--- src/rtl/reseed_controller.sv ---
// Reseed controller: asks a TRNG for a seed, health-checks it, offers it to the
// DRBG and tracks generated blocks against the reseed interval.
module reseed_controller #(
    parameter int SEED_WIDTH      = 256,
    parameter int RESEED_INTERVAL = 1024,
    parameter int TIMEOUT         = 64,
    parameter int MAX_RETRIES     = 3
) (
    input  logic                  clk,
    input  logic                  rst_n,
    input  logic                  reseed_req,
    input  logic                  gen_tick,
    output logic                  start_seed_collection,
    input  logic [SEED_WIDTH-1:0] seed_in,
    input  logic                  seed_ready_in,
    output logic [SEED_WIDTH-1:0] seed_out,
    output logic                  seed_valid,
    input  logic                  seed_ack,
    output logic                  reseed_due,
    output logic [15:0]           block_count,
    output logic [3:0]            retry_count,
    output logic                  error,
    input  logic                  clear_err,
    output logic [2:0]            dbg_state_o
);

    // Encoding follows the natural flow order; dbg_state_o exposes it as-is.
    typedef enum logic [2:0] {
        S_IDLE    = 3'd0,
        S_REQUEST = 3'd1,
        S_WAIT    = 3'd2,
        S_CHECK   = 3'd3,
        S_HOLD    = 3'd4,
        S_FAIL    = 3'd5
    } state_e;

    localparam logic [15:0] INTERVAL     = 16'(RESEED_INTERVAL);
    localparam logic [7:0]  TIMEOUT_LAST = 8'(TIMEOUT - 1);
    localparam logic [3:0]  RETRY_LIMIT  = 4'(MAX_RETRIES);

    state_e                  state_q, state_d;
    logic                    seeded_q, seeded_d;
    logic [7:0]              timer_q, timer_d;
    logic [SEED_WIDTH-1:0]   cand_q, cand_d;
    logic [SEED_WIDTH-1:0]   seed_out_q, seed_out_d;
    logic                    seed_valid_q, seed_valid_d;
    logic [15:0]             block_q, block_d;
    logic [3:0]              retry_q, retry_d;
    logic                    error_q, error_d;
    logic                    fail_attempt;

    always_ff @(posedge clk or negedge rst_n) begin
        if (!rst_n) begin
            state_q      <= S_IDLE;
            seeded_q     <= 1'b0;
            timer_q      <= '0;
            cand_q       <= '0;
            seed_out_q   <= '0;
            seed_valid_q <= 1'b0;
            block_q      <= '0;
            retry_q      <= '0;
            error_q      <= 1'b0;
        end else begin
            state_q      <= state_d;
            seeded_q     <= seeded_d;
            timer_q      <= timer_d;
            cand_q       <= cand_d;
            seed_out_q   <= seed_out_d;
            seed_valid_q <= seed_valid_d;
            block_q      <= block_d;
            retry_q      <= retry_d;
            error_q      <= error_d;
        end
    end

    // Seed handshake: seed_out is offered while seed_valid=1 and is transferred
    // on the rising edge where seed_valid=1 and seed_ack=1; the offer is held
    // stable until then. A tick on that edge is dropped, the count restarts at 0.
    always_comb begin
        state_d      = state_q;
        seeded_d     = seeded_q;
        timer_d      = timer_q;
        cand_d       = cand_q;
        seed_out_d   = seed_out_q;
        seed_valid_d = seed_valid_q;
        retry_d      = retry_q;
        error_d      = error_q;
        fail_attempt = 1'b0;
        block_d      = block_q;
        if (gen_tick && (block_q < INTERVAL)) begin
            block_d = block_q + 16'd1;
        end

        case (state_q)
            S_IDLE: begin
                if (reseed_req || reseed_due || !seeded_q) begin
                    state_d = S_REQUEST;
                end
            end
            S_REQUEST: begin
                state_d = S_WAIT;
                timer_d = '0;
            end
            S_WAIT: begin
                timer_d = timer_q + 8'd1;
                if (seed_ready_in) begin
                    cand_d  = seed_in;
                    state_d = S_CHECK;
                end else if (timer_q == TIMEOUT_LAST) begin
                    fail_attempt = 1'b1;
                end
            end
            S_CHECK: begin
                if ((cand_q == '0) || (&cand_q)) begin
                    fail_attempt = 1'b1;
                end else begin
                    seed_out_d   = cand_q;
                    seed_valid_d = 1'b1;
                    state_d      = S_HOLD;
                end
            end
            S_HOLD: begin
                if (seed_ack) begin
                    seed_valid_d = 1'b0;
                    block_d      = '0;
                    retry_d      = '0;
                    seeded_d     = 1'b1;
                    state_d      = S_IDLE;
                end
            end
            S_FAIL: begin
                if (clear_err) begin
                    error_d = 1'b0;
                    retry_d = '0;
                    state_d = S_IDLE;
                end
            end
            default: state_d = S_IDLE;
        endcase

        if (fail_attempt) begin
            retry_d = retry_q + 4'd1;
            if (retry_d == RETRY_LIMIT) begin
                state_d = S_FAIL;
                error_d = 1'b1;
            end else begin
                state_d = S_REQUEST;
            end
        end
    end

    assign start_seed_collection = (state_q == S_REQUEST);
    assign seed_out              = seed_out_q;
    assign seed_valid            = seed_valid_q;
    assign reseed_due            = (block_q >= INTERVAL);
    assign block_count           = block_q;
    assign retry_count           = retry_q;
    assign error                 = error_q;
    assign dbg_state_o           = state_q;

endmodule

--- config.mk ---
export PLATFORM = sky130hd
export DESIGN_NAME = reseed_controller
export DESIGN_NICKNAME = d
export VERILOG_FILES = /design/src/rtl/reseed_controller.sv
export SDC_FILE = /design/constraint.sdc
export NUM_CORES = 1
export LEC_CHECK = 0
export ABC_CLOCK_PERIOD_IN_PS = 3300
export CORE_MARGIN = 2
export CORE_UTILIZATION = 50
export CTS_CLUSTER_DIAMETER = 100
export DETAILED_ROUTE_END_ITERATION = 10
export PLACE_DENSITY = 0.83
export SYNTH_ARGS = -nofsm -noshare
export SYNTH_HDL_FRONTEND = slang
export SYNTH_SLANG_ARGS = --single-unit
--- constraint.sdc ---
create_clock -name clk -period 3.3 [get_ports clk]
set_input_delay 0.66 -clock clk [delete_from_list [all_inputs] [get_ports clk]]
set_output_delay 0.66 -clock clk [all_outputs]
set_load 0.02 [all_outputs]
==> summary.md, run 1 <==
| Metric | Value |
|---|---|
| Routed WL | 63.9 mm |
| CP max FO | 66 |
| P_int | 0.0223 W |
| Reg2reg path depth | 8 |
| Top_reg_cell synth | dfrtp_1 |
| Lkg Pwr | 12.9 nW |
| Clock share of power | 19.0% |
| Post-synth EDFFs | 0 |
| CP endpoint | seed_out[171] |
| Port-buffer cells | 545 |
| Syn_nets | 1692 |
| Antenna-violating nets left | 0 |
| Setup slack after layout | 0.148 ns |
| Post-synth top area share | 60.6% |
| Nets | 2269 |
| Congestion Overflow GR | 0 |
| Final worst path period share | 95.5% |
| Worst skew pair latency | 0.60 ns |
| Most common cell after layout, fill and taps aside | dfrtp_1 |
| Post-CTS sizing | 0 |
| Starting Density | 50.9% |
| Pre-Repair DR Iteration Count | 6 |
| CTS root buf | clkbuf_16 |
| Slew @ Worst Pin | 0.702 ns |
| FFs w/ async S/R, synth | 100% |
| Clk pin slew, worst setup/hold paths | 0.06 ns |
| Clock sink total | 546 |
| Max-cap viol count | 0 |
| Largest area contributor in the netlist | dfrtp_1 |
| Startpoint Class | flop |
| Synth cell types | 39 |
| Max-slew violations | 0 |
| Synth warn | 0 |
| Final HPWL DP | 46.9 mm |
| Longest Clk Path Bufs | 3 |
| Initial antenna violation count | 6 |
| CTS tree | done |
| Synth-to-Final Area Change | 36.3% |
| Die Ht | 216 um |
| Sw Share | 34.7% |
| DR DRC count | 0 |
| Via-per-instance ratio | 5.59 |
| RR Startpoint | cand_q[92] |
| Cts hold-fix bufs | 0 |
| Via count | 14800 |
| Peak VDD IR | 617 uV |
| Crit path DAT | 3.63 ns |
| Final Hold Fails | 0 |
| Die width | 216 um |
| Gate Count Post-Synth | 1424 |
| Core region area | 44300 um2 |
| R2R Setup Slk | 0.15 ns |
| Vias in the first global route | 16000 |
| Syn avg cell area | 15.8 um2 |
| GPL Wtd Cong | 0.881 |
| Overall Global Routing Usage | 27.4% |
| Post-synthesis sequential area ratio | 60.6% |
| Critical Path RT | 3.78 ns |
| Status | finished, final reports clean |
| Part of the power in combinational logic | 41.7% |
| Type of the worst setup path | flop to flop |
| Capturing point of the worst reg2reg path | seed_out[171] |
| Synth area leaders | dfrtp_1 (61%), mux2_2 (15%), mux2_4 (15%), nand4_1 (2.4%), nor4_1 (2.3%) |
| RSZ-0062 raised after global routing | no |
| Hold crit path type | input port to asynchronous set/reset pin |
| Proportion of layout cells with a drive suffix above 1 | 31.5% |
| Mapped Area | 22500 um2 |
| Tmin final | 3.15 ns |
| Final setup viols | 0 |
| Die area | 46800 um2 |
| FF+latch count, synth | 546 |
| Fillcell total | 2948 |
| Crit path launch | cand_q[92] |
| Largest net degree at the start of global routing | 80 |
| PwrDens | 1110 nW/um2 |
| Postcts setup bufs | 0 |
| Max transition margin | 53.2% |
| Psw | 0.0118 W |
| Share of power burned in registers | 39.2% |
| Setup TNS Final | 0 ns |
| Placement Setup Slack | 0.143 ns |
| CP Capture Type | flop |
| Highest Clock Rate | 0.317 GHz |
| 1st-iter DRT viols | 1123 |
| # IOs | 546 |
| Most frequent cells in the layout | dfrtp_1 (546), clkdlybuf4s50_1 (544), mux2_2 (294) |
| H-tree depth | 2 |
| Routed len/inst | 24.2 um |
| Num rows | 77 |
| Global-route wire length before repair | 98.4 mm |
| CTS buffer count | 56 |
| Worst Skew | 0.0137 ns |
-- worst min-delay path by stage --
stage             start              to
3_5_place_dp   seeded_q        seeded_q
5_1_grt           rst_n   seed_out[213]
6_report          rst_n   seed_out[213]
3_3_place_gp   seeded_q        seeded_q
4_1_cts           rst_n   seed_out[213]
2_1_floorplan     rst_n  block_count[0]
-- worst max-delay path: stages (launching register included) --
cell and delay [ns]:
dfrtp_1 0.44, nand4_1 0.15, nor4_1 0.44, nand4_1 0.26, buf_4 0.22, or4_1 0.54
and3b_4 0.29, buf_12 0.26, mux2_4 0.37
-- stage by stage --
| stage | hold WS (ns) | instance area [um2] | std cells | util [%] | total power, W |
|---|---|---|---|---|---|
| global placement | 0.454 | 28800 | 2535 | 65.0 | 0.0270 |
| CTS | 0.0267 | 30700 | 2636 | 69.2 | 0.0342 |
| finish | 0.0220 | 30700 | 2642 | 69.3 | 0.0341 |
| detailed placement | 0.471 | 28800 | 2535 | 65.0 | 0.0276 |
| floorplan | 0.364 | 22500 | 1424 | - | 0.0213 |
| global route | 0.0368 | 30700 | 2640 | 69.3 | 0.0356 |
-- routing by layer --
metal	global-route usage (%)	vias to the layer above	wire length, um
met3	7.62	132	4850
met2	45.6	565	31300
met4	9.91	4	2330
li1	-	6468	-
met1	34.5	7598	25400
met5	0	-	25
-- kinds of logic (layout without fill, tap and decap cells) --
kind of cell	Yosys count	count (layout)	share of synthesized area, %
AO/OA/AOI/OAI	28	28	0.783
XOR/XNOR	10	10	0.389
adder cells (fa/ha/maj)	5	5	0.278
buffers and inverters	68	688	2.03
flip-flops	546	546	60.6
multiplexers	516	516	29.4
other	0	6	0
AND/OR/NAND/NOR	251	251	6.50
-- cell usage after synthesis, drive strengths merged, types with 2 or more instances --
| cell | instances |
|---|---|
| nand4 | 88 |
| o21ai | 14 |
| dfrtp | 546 |
| mux2 | 512 |
| nand2 | 21 |
| a31oi | 3 |
| and3b | 2 |
| a22o | 3 |
| nor4 | 84 |
| nor2 | 22 |
| inv | 4 |
| xor2 | 7 |
| nand3 | 7 |
| or4 | 2 |
| ha | 5 |
| and3 | 5 |
| or2 | 2 |
| a21o | 2 |
| buf | 30 |
| mux2i | 4 |
| clkbuf | 34 |
| nand2b | 2 |
| xnor2 | 3 |
| nor2b | 11 |
-- cell type report --
| cell class | instances | area (um2) | area share, % |
|---|---|---|---|
| flip-flops and latches | 546 | 13700 | 44.5 |
| repair buffers | 583 | 5960 | 19.4 |
| well taps | 592 | 741 | 2.41 |
| clock buffers | 83 | 1630 | 5.32 |
| diodes | 6 | 15.0 | 0.0489 |
| inverters | 4 | 15.0 | 0.0489 |
| clock inverters | 18 | 249 | 0.811 |
| multi-input cells | 810 | 8440 | 27.5 |
-- power groups by stage --
stage                     Sequential [W]  Combinational, W  Clock, W
after global routing              0.0138            0.0149   0.00690
after global placement            0.0132            0.0138         0
after CTS                         0.0133            0.0143   0.00659
final                             0.0134            0.0142   0.00649
after floorplan                   0.0144           0.00694         0
after detailed placement          0.0134            0.0142         0
-- registers in the layout, summed over array words and instances (netlist names) --
signal,flops
seed_valid,1
cand_q,256
dbg_state_o,3
error,1
block_count,16
seeded_q,1
retry_count,4
seed_out,256
timer_q,8
Power figures use the tool's default switching activity.
==> inputs of run 2 (changes only) <==
ABC_CLOCK_PERIOD_IN_PS = 3500   (was 3300)
CORE_UTILIZATION = 51   (was 50)
CTS_BUF_LIST = sky130_fd_sc_hd__clkbuf_4   (was not set)
PLACE_DENSITY = 0.84   (was 0.83)
clock period = 3.5 ns   (was 3.3 ns; I/O delays follow)
==> run 2 against run 1 <==
Final cell count grew 5.7%. Sequential power fell by 6%. Setup slack gained 0.15 ns. Total power shrank 7.0%. Global-route usage grew 1.0 points. Die area down 1.9%. Design area down 0.46%.
==> summary.md, run 2 (synthesized netlist as in run 1, its figures left out) <==
| Metric | Value |
|---|---|
| Status | finished, final reports clean |
| Antenna-violating nets left | 0 (unchanged) |
| CP max stage delay | 0.69 ns (+0.15 ns) |
| Vias in the first global route | 16500 (+3.4%) |
| PwrDens | 1040 nW/um2 (-6.6%) |
| CTS root buf | clkbuf_4 |
| Core region area | 43900 um2 (-0.87%) |
| Setup TNS Final | 0 ns (unchanged) |
| Overall Global Routing Usage | 28.4% (+1.0 points) |
| Num rows | 77 (unchanged) |
| DR DRC count | 0 (unchanged) |
| Setup slack after layout | 0.298 ns (+0.149 ns) |
| Final HPWL DP | 46.3 mm (-1.1%) |
| Via count | 15500 (+5.2%) |
| Max transition margin | 44.2% (-9.0 points) |
| Port-buffer cells | 545 (unchanged) |
| Via-per-instance ratio | 5.56 (-0.49%) |
| Max-cap viol count | 0 (unchanged) |
| Met3 usage | 10.4% (+2.8 points) |
| CP Capture Type | primary output |
| Synth-to-Final Area Change | 35.7% |
| CTS buffer count | 145 (+160%) |
| CP cell instances | nor3b_1 -> clkdlybuf4s50_1 |
| Routed len/inst | 23.2 um (-4.2%) |
| Congestion Overflow GR | 0 (unchanged) |
| Tmin final | 3.20 ns |
| Part of the power in combinational logic | 41.9% (+0.2 points) |
| Fillcell total | 2981 (+1.1%) |
| Sw Share | 35.8% (+1.1 points) |
| Type of the worst setup path | flop to primary output |
| # IOs | 546 (unchanged) |
| Share of power burned in registers | 39.9% (+0.7 points) |
| Slew @ Worst Pin | 0.837 ns (+0.135 ns) |
| Final worst path period share | 91.5% |
| CTS tree | done |
| Hold crit path type | input port to flop |
| Longest Clk Path Bufs | 3 (unchanged) |
| Critical Path RT | 2.80 ns (-0.98 ns) |
| Proportion of layout cells with a drive suffix above 1 | 35.1% (+3.6 points) |
| P_int | 0.0203 W (-8.6%) |
| Global-route met1 utilization | 34.4% (-0.050 points) |
| Max-slew violations | 0 (unchanged) |
| Clock sink total | 546 (unchanged) |
| 1st-iter DRT viols | 1063 (-5.3%) |
| GPL Wtd Cong | 0.867 (-1.7%) |
| Die area | 45900 um2 (-1.9%) |
| Hold Slack | 0.331 ns (+0.309 ns) |
| Most frequent cells in the layout | dfrtp_1 (546), clkdlybuf4s50_1 (544), mux2_2 (294) |
| RSZ-0062 raised after global routing | no |
| Nets | 2349 (+3.5%) |
| Most common cell after layout, fill and taps aside | dfrtp_1 |
| Clock share of power | 18.2% (-0.8 points) |
| Highest Clock Rate | 0.312 GHz |
| GRT busiest layer | met2 |
| Clk pin slew, worst setup/hold paths | 0.07 ns (about the same) |
| Routed WL | 64.8 mm (+1.3%) |
| Worst Skew | 0.0542 ns (+0.0404 ns) |
| Met2 Resource Use GR | 45.2% (-0.33 points) |
| Final Hold Fails | 0 (unchanged) |
| Largest net degree at the start of global routing | 96 (+20%) |
| Die Ht | 214 um (-0.97%) |
| Crit path DAT | 2.50 ns (-1.13 ns) |
| Initial antenna violation count | 14 (+8) |
| Placement Setup Slack | 0.132 ns (-0.0112 ns) |
| Pre-Repair DR Iteration Count | 5 (-1) |
| H-tree depth | 4 (+2) |
| Seq. cell area | 13700 um2 (unchanged) |
| Worst skew pair latency | 0.99 ns (+0.39 ns) |
| CP max stage cell | clkdlybuf4s50_1 |
| Multi-input gate area | 8430 um2 (-0.15%) |
| Final setup viols | 0 (unchanged) |
| Lkg Pwr | 13.0 nW (+0.84%) |
| Peak VDD IR | 734 uV (+19%) |
| Startpoint Class | flop |
| Die width | 214 um (-0.97%) |
| Psw | 0.0114 W (-4.0%) |
| Starting Density | 51.3% (+0.45 points) |
| CP max FO | 9 (-86%) |
| Global-route wire length before repair | 99.4 mm (+1.1%) |
run 2: cell count changes in the layout (fill, tap and decap cells not counted), moves of 2 or more:
cell	previous run	this run
inv_2	0	4
clkinv_1	0	30
clkbuf_1	15	0
nor4_2	3	1
nor4_1	81	83
clkbuf_16	57	0
diode_2	6	15
buf_4	21	16
clkbuf_4	0	207
clkinv_2	10	4
buf_12	17	12
clkbuf_8	11	0
run 2: worst paths after layout:
check	to	cells past startpoint	slack, ns	from
setup / recovery	start_seed_collection	2	0.30	dbg_state_o[0]
hold / removal	cand_q[158]	2	0.33	seed_in[158]
setup reg to reg	seed_out[227]	7	0.31	cand_q[241]
hold reg to reg	seeded_q	1	0.48	seeded_q
max in group asynchronous	seed_out[140]	4	2.11	rst_n
min in group asynchronous	seed_out[236]	2	0.37	rst_n
run 2: per-layer routing:
| metal | vias to the layer above | wire length, um |
|---|---|---|
| met2 | 645 | 31500 |
| met4 | 2 | 2400 |
| met1 | 8024 | 25700 |
| met5 | - | 19 |
| li1 | 6708 | - |
| met3 | 150 | 5140 |
run 2: per-stage QoR:
stage	power, W	cell area (um2)	utilization [%]	std cells
final	0.0317	30600	69.6	2792
after detailed placement	0.0259	28700	65.2	2525
after global placement	0.0254	28700	65.2	2525
after floorplan	0.0201	22500	-	1424
after global routing	0.0332	30600	69.6	2789
after CTS	0.0319	30500	69.5	2777
run 2: what timing repair did:
action / CTS / global route
endpoints found under the setup margin: 0 / 93
setup buffers: 0 / 0
resized for setup: 0 / 1
hold buffers: 1 / 0
endpoints found under the hold margin: 82 / 0
run 2: power groups by stage:
stage	sequential, W	combinational [W]	clock (W)
floorplan	0.0135	0.00655	0
global placement	0.0125	0.0129	0
detailed placement	0.0126	0.0133	0
CTS	0.0126	0.0133	0.00592
global route	0.0130	0.0139	0.00626
finish	0.0126	0.0133	0.00576
run 2: worst max-delay path, delay by kind of cell (launching register included):
kind / cells / cell delay, ns
DFF: 1 / 0.51
buffers and inverters: 1 / 0.69
and+or+nand+nor: 1 / 0.35
run 2: final cells by class:
type                    count  share of cell area, %
clock buffers             207                   5.08
repair buffers            574                   19.1
diodes                     15                  0.123
clock inverters            44                  0.998
flip-flops and latches    546                   44.7
inverters                   4                 0.0491
multi-input cells         810                   27.6
well taps                 592                   2.42
==> inputs of run 3 (changes only) <==
CORE_UTILIZATION = 50   (was 51)
PLACE_DENSITY = 0.83   (was 0.84)
==> run 3 against run 2 <==
Hold slack worse by 0.019 ns. Register-to-register slack worse by 0.08 ns. Count of clock-buffer cells in the layout up 3. Global-route usage down 0.47 points. Combinational power about the same. Via count down 0.99%. Die area up 2.0%. Clock skew down 0.0035 ns. Largest cell class unchanged. Core utilization down 0.53 points.
==> summary.md, run 3 (synthesized netlist as in run 1, its figures left out) <==
| Metric | Value |
|---|---|
| Final Hold Fails | 0 (unchanged) |
| Overall Global Routing Usage | 28.0% (-0.47 points) |
| CP most frequent cell | nand4_1 |
| Antenna-violating nets left | 0 (unchanged) |
| Max-cap viol count | 0 (unchanged) |
| Global-route wire length before repair | 99.2 mm (-0.26%) |
| RSZ-0062 raised after global routing | no |
| Status | finished, final reports clean |
| Routed len/inst | 23.1 um (-0.27%) |
| Largest net degree at the start of global routing | 91 (-5.2%) |
| Startpoint Class | flop |
| CTS buffer count | 143 (-1.4%) |
| Type of the worst setup path | flop to flop |
| Crit path DAT | 4.10 ns (+1.60 ns) |
| 1st-iter DRT viols | 873 (-18%) |
| Die Ht | 216 um (+0.98%) |
| Max-slew violations | 0 (unchanged) |
| Starting Density | 50.9% (-0.45 points) |
| RR Startpoint | cand_q[241] |
| Metal2 WL | 31.5 mm (about the same) |
| Slew @ Worst Pin | 0.815 ns (-0.0223 ns) |
| Reg2reg path depth | 7 (unchanged) |
| # IOs | 546 (unchanged) |
| Final setup viols | 0 (unchanged) |
| Highest Clock Rate | 0.306 GHz (-2.0%) |
| Die area | 46800 um2 (+2.0%) |
| PwrDens | 1030 nW/um2 (-0.33%) |
| Nets | 2354 (+0.21%) |
| Via count | 15400 (-0.99%) |
| CP top delay family | simple AND/OR/NAND/NOR gates |
| Via-per-instance ratio | 5.53 (-0.63%) |
| Core region area | 44300 um2 (+0.88%) |
| R2R Setup Slk | 0.23 ns (-0.08 ns) |
| Port-buffer cells | 545 (unchanged) |
| Final HPWL DP | 46.6 mm (+0.58%) |
| Pre-Repair DR Iteration Count | 5 (unchanged) |
| CP max stage delay | 0.62 ns (-0.07 ns) |
| Max transition margin | 45.7% (+1.5 points) |
| Num rows | 77 (unchanged) |
| H-tree depth | 4 (unchanged) |
| CTS root buf | clkbuf_4 |
| Clk pin slew, worst setup/hold paths | 0.06 ns (about the same) |
| Post-Route M1 WL | 25.6 mm (-0.44%) |
| CP Buf/Inv Count | 1 (unchanged) |
| Met3 wire len | 5.09 mm (-1.0%) |
| Crit. path cell count | 7 (+5) |
| CP max FO | 59 (+50) |
| Final worst path period share | 93.3% (+1.8 points) |
| Setup TNS Final | 0 ns (unchanged) |
| Top routing layer in use | met5 |
| Critical Path RT | 4.33 ns (+1.53 ns) |
| CP cell instances | nand4_1 -> nor4_1 -> nand4_1 -> or4_1 -> and3b_4 -> buf_12 -> mux2_4 |
| GPL Wtd Cong | 0.899 (+3.7%) |
| Hold crit path type | input port to asynchronous set/reset pin |
| Initial antenna violation count | 10 (-4) |
| Longest Clk Path Bufs | 3 (unchanged) |
| Die width | 216 um (+0.98%) |
| Capturing point of the worst reg2reg path | seed_out[105] |
| Clock sink total | 546 (unchanged) |
| Routed WL | 64.4 mm (-0.62%) |
| Most common cell after layout, fill and taps aside | dfrtp_1 |
| Fin util | 69.1% (-0.53 points) |
| Peak VDD IR | 547 uV (-26%) |
| CTS tree | done |
| Proportion of layout cells with a drive suffix above 1 | 35.5% (+0.43 points) |
| DR DRC count | 0 (unchanged) |
| Congestion Overflow GR | 0 (unchanged) |
| Lkg Pwr | 13.0 nW (+0.23%) |
| Tmin final | 3.27 ns (+0.0646 ns) |
| Vias in the first global route | 16400 (-0.72%) |
| Fillcell total | 2957 (-0.81%) |
| CP max stage cell | nor4_1 |
| Worst skew pair latency | 0.99 ns (about the same) |
| Synth-to-Final Area Change | 35.8% |
| CP Capture Type | flop |
| Worst Skew | 0.0507 ns (-0.00348 ns) |
| Most frequent cells in the layout | dfrtp_1 (546), clkdlybuf4s50_1 (544), mux2_2 (294) |
[run 3: per-stage QoR]
step | setup WS, ns | power (W) | instance area, um2 | hold slack [ns] | std cells
after CTS | 0.167 | 0.0318 | 30600 | 0.219 | 2773
after global placement | 0.310 | 0.0254 | 28700 | 0.453 | 2532
after floorplan | 1.15 | 0.0201 | 22500 | 0.404 | 1424
after detailed placement | 0.296 | 0.0259 | 28700 | 0.453 | 2532
final | 0.233 | 0.0316 | 30600 | 0.312 | 2782
after global routing | 0.0507 | 0.0332 | 30600 | 0.259 | 2781
[run 3: repair_timing]
| action | in CTS | in global routing |
|---|---|---|
| endpoints found under the setup margin | 1 | 0 |
| endpoints found under the hold margin | 78 | 0 |
| hold buffers | 1 | 0 |
| buffers inserted | 0 | 0 |
| resized for setup | 1 | 0 |
[run 3: how the worst max path moves through the flow]
stage                   startpoint               endpoint  slack, ns
floorplan               cand_q[93]          seed_out[137]       1.15
global placement       cand_q[205]          seed_out[122]       0.31
detailed placement      cand_q[93]          seed_out[133]       0.30
CTS                 dbg_state_o[0]  start_seed_collection       0.17
global route            cand_q[89]           seed_out[98]       0.05
finish                 cand_q[241]          seed_out[105]       0.23
[run 3: final cells by class]
class | instances | area (um2) | area share (%)
flip-flops and latches | 546 | 13700 | 44.6
repair buffers | 581 | 5910 | 19.3
diodes | 9 | 22.5 | 0.0736
clock inverters | 30 | 253 | 0.826
well taps | 592 | 741 | 2.42
clock buffers | 210 | 1580 | 5.15
multi-input cells | 810 | 8430 | 27.5
inverters | 4 | 15.0 | 0.0491
[run 3: report_power, final]
| part | total, W | leakage (nW) | internal, W | switching, W |
|---|---|---|---|---|
| combinational | 0.0133 | 5.42 | 0.00777 | 0.00556 |
| sequential | 0.0126 | 6.54 | 0.00953 | 0.00305 |
| clock | 0.00571 | 1.09 | 0.00309 | 0.00262 |
[run 3: metal layers]
| metal | vias up | GRT usage [%] |
|---|---|---|
| met1 | 7904 | 34.4 |
| met4 | 4 | 12.5 |
| li1 | 6721 | - |
| met5 | - | 0 |
| met2 | 621 | 44.9 |
| met3 | 126 | 9.35 |
[run 3: worst register-to-register path: cells and delay by family, from the launching register on]
kind / cells / cell delay [ns]
buffers and inverters: 1 / 0.26
and+or+nand+nor: 5 / 1.98
DFF: 1 / 0.43
muxes: 1 / 0.49
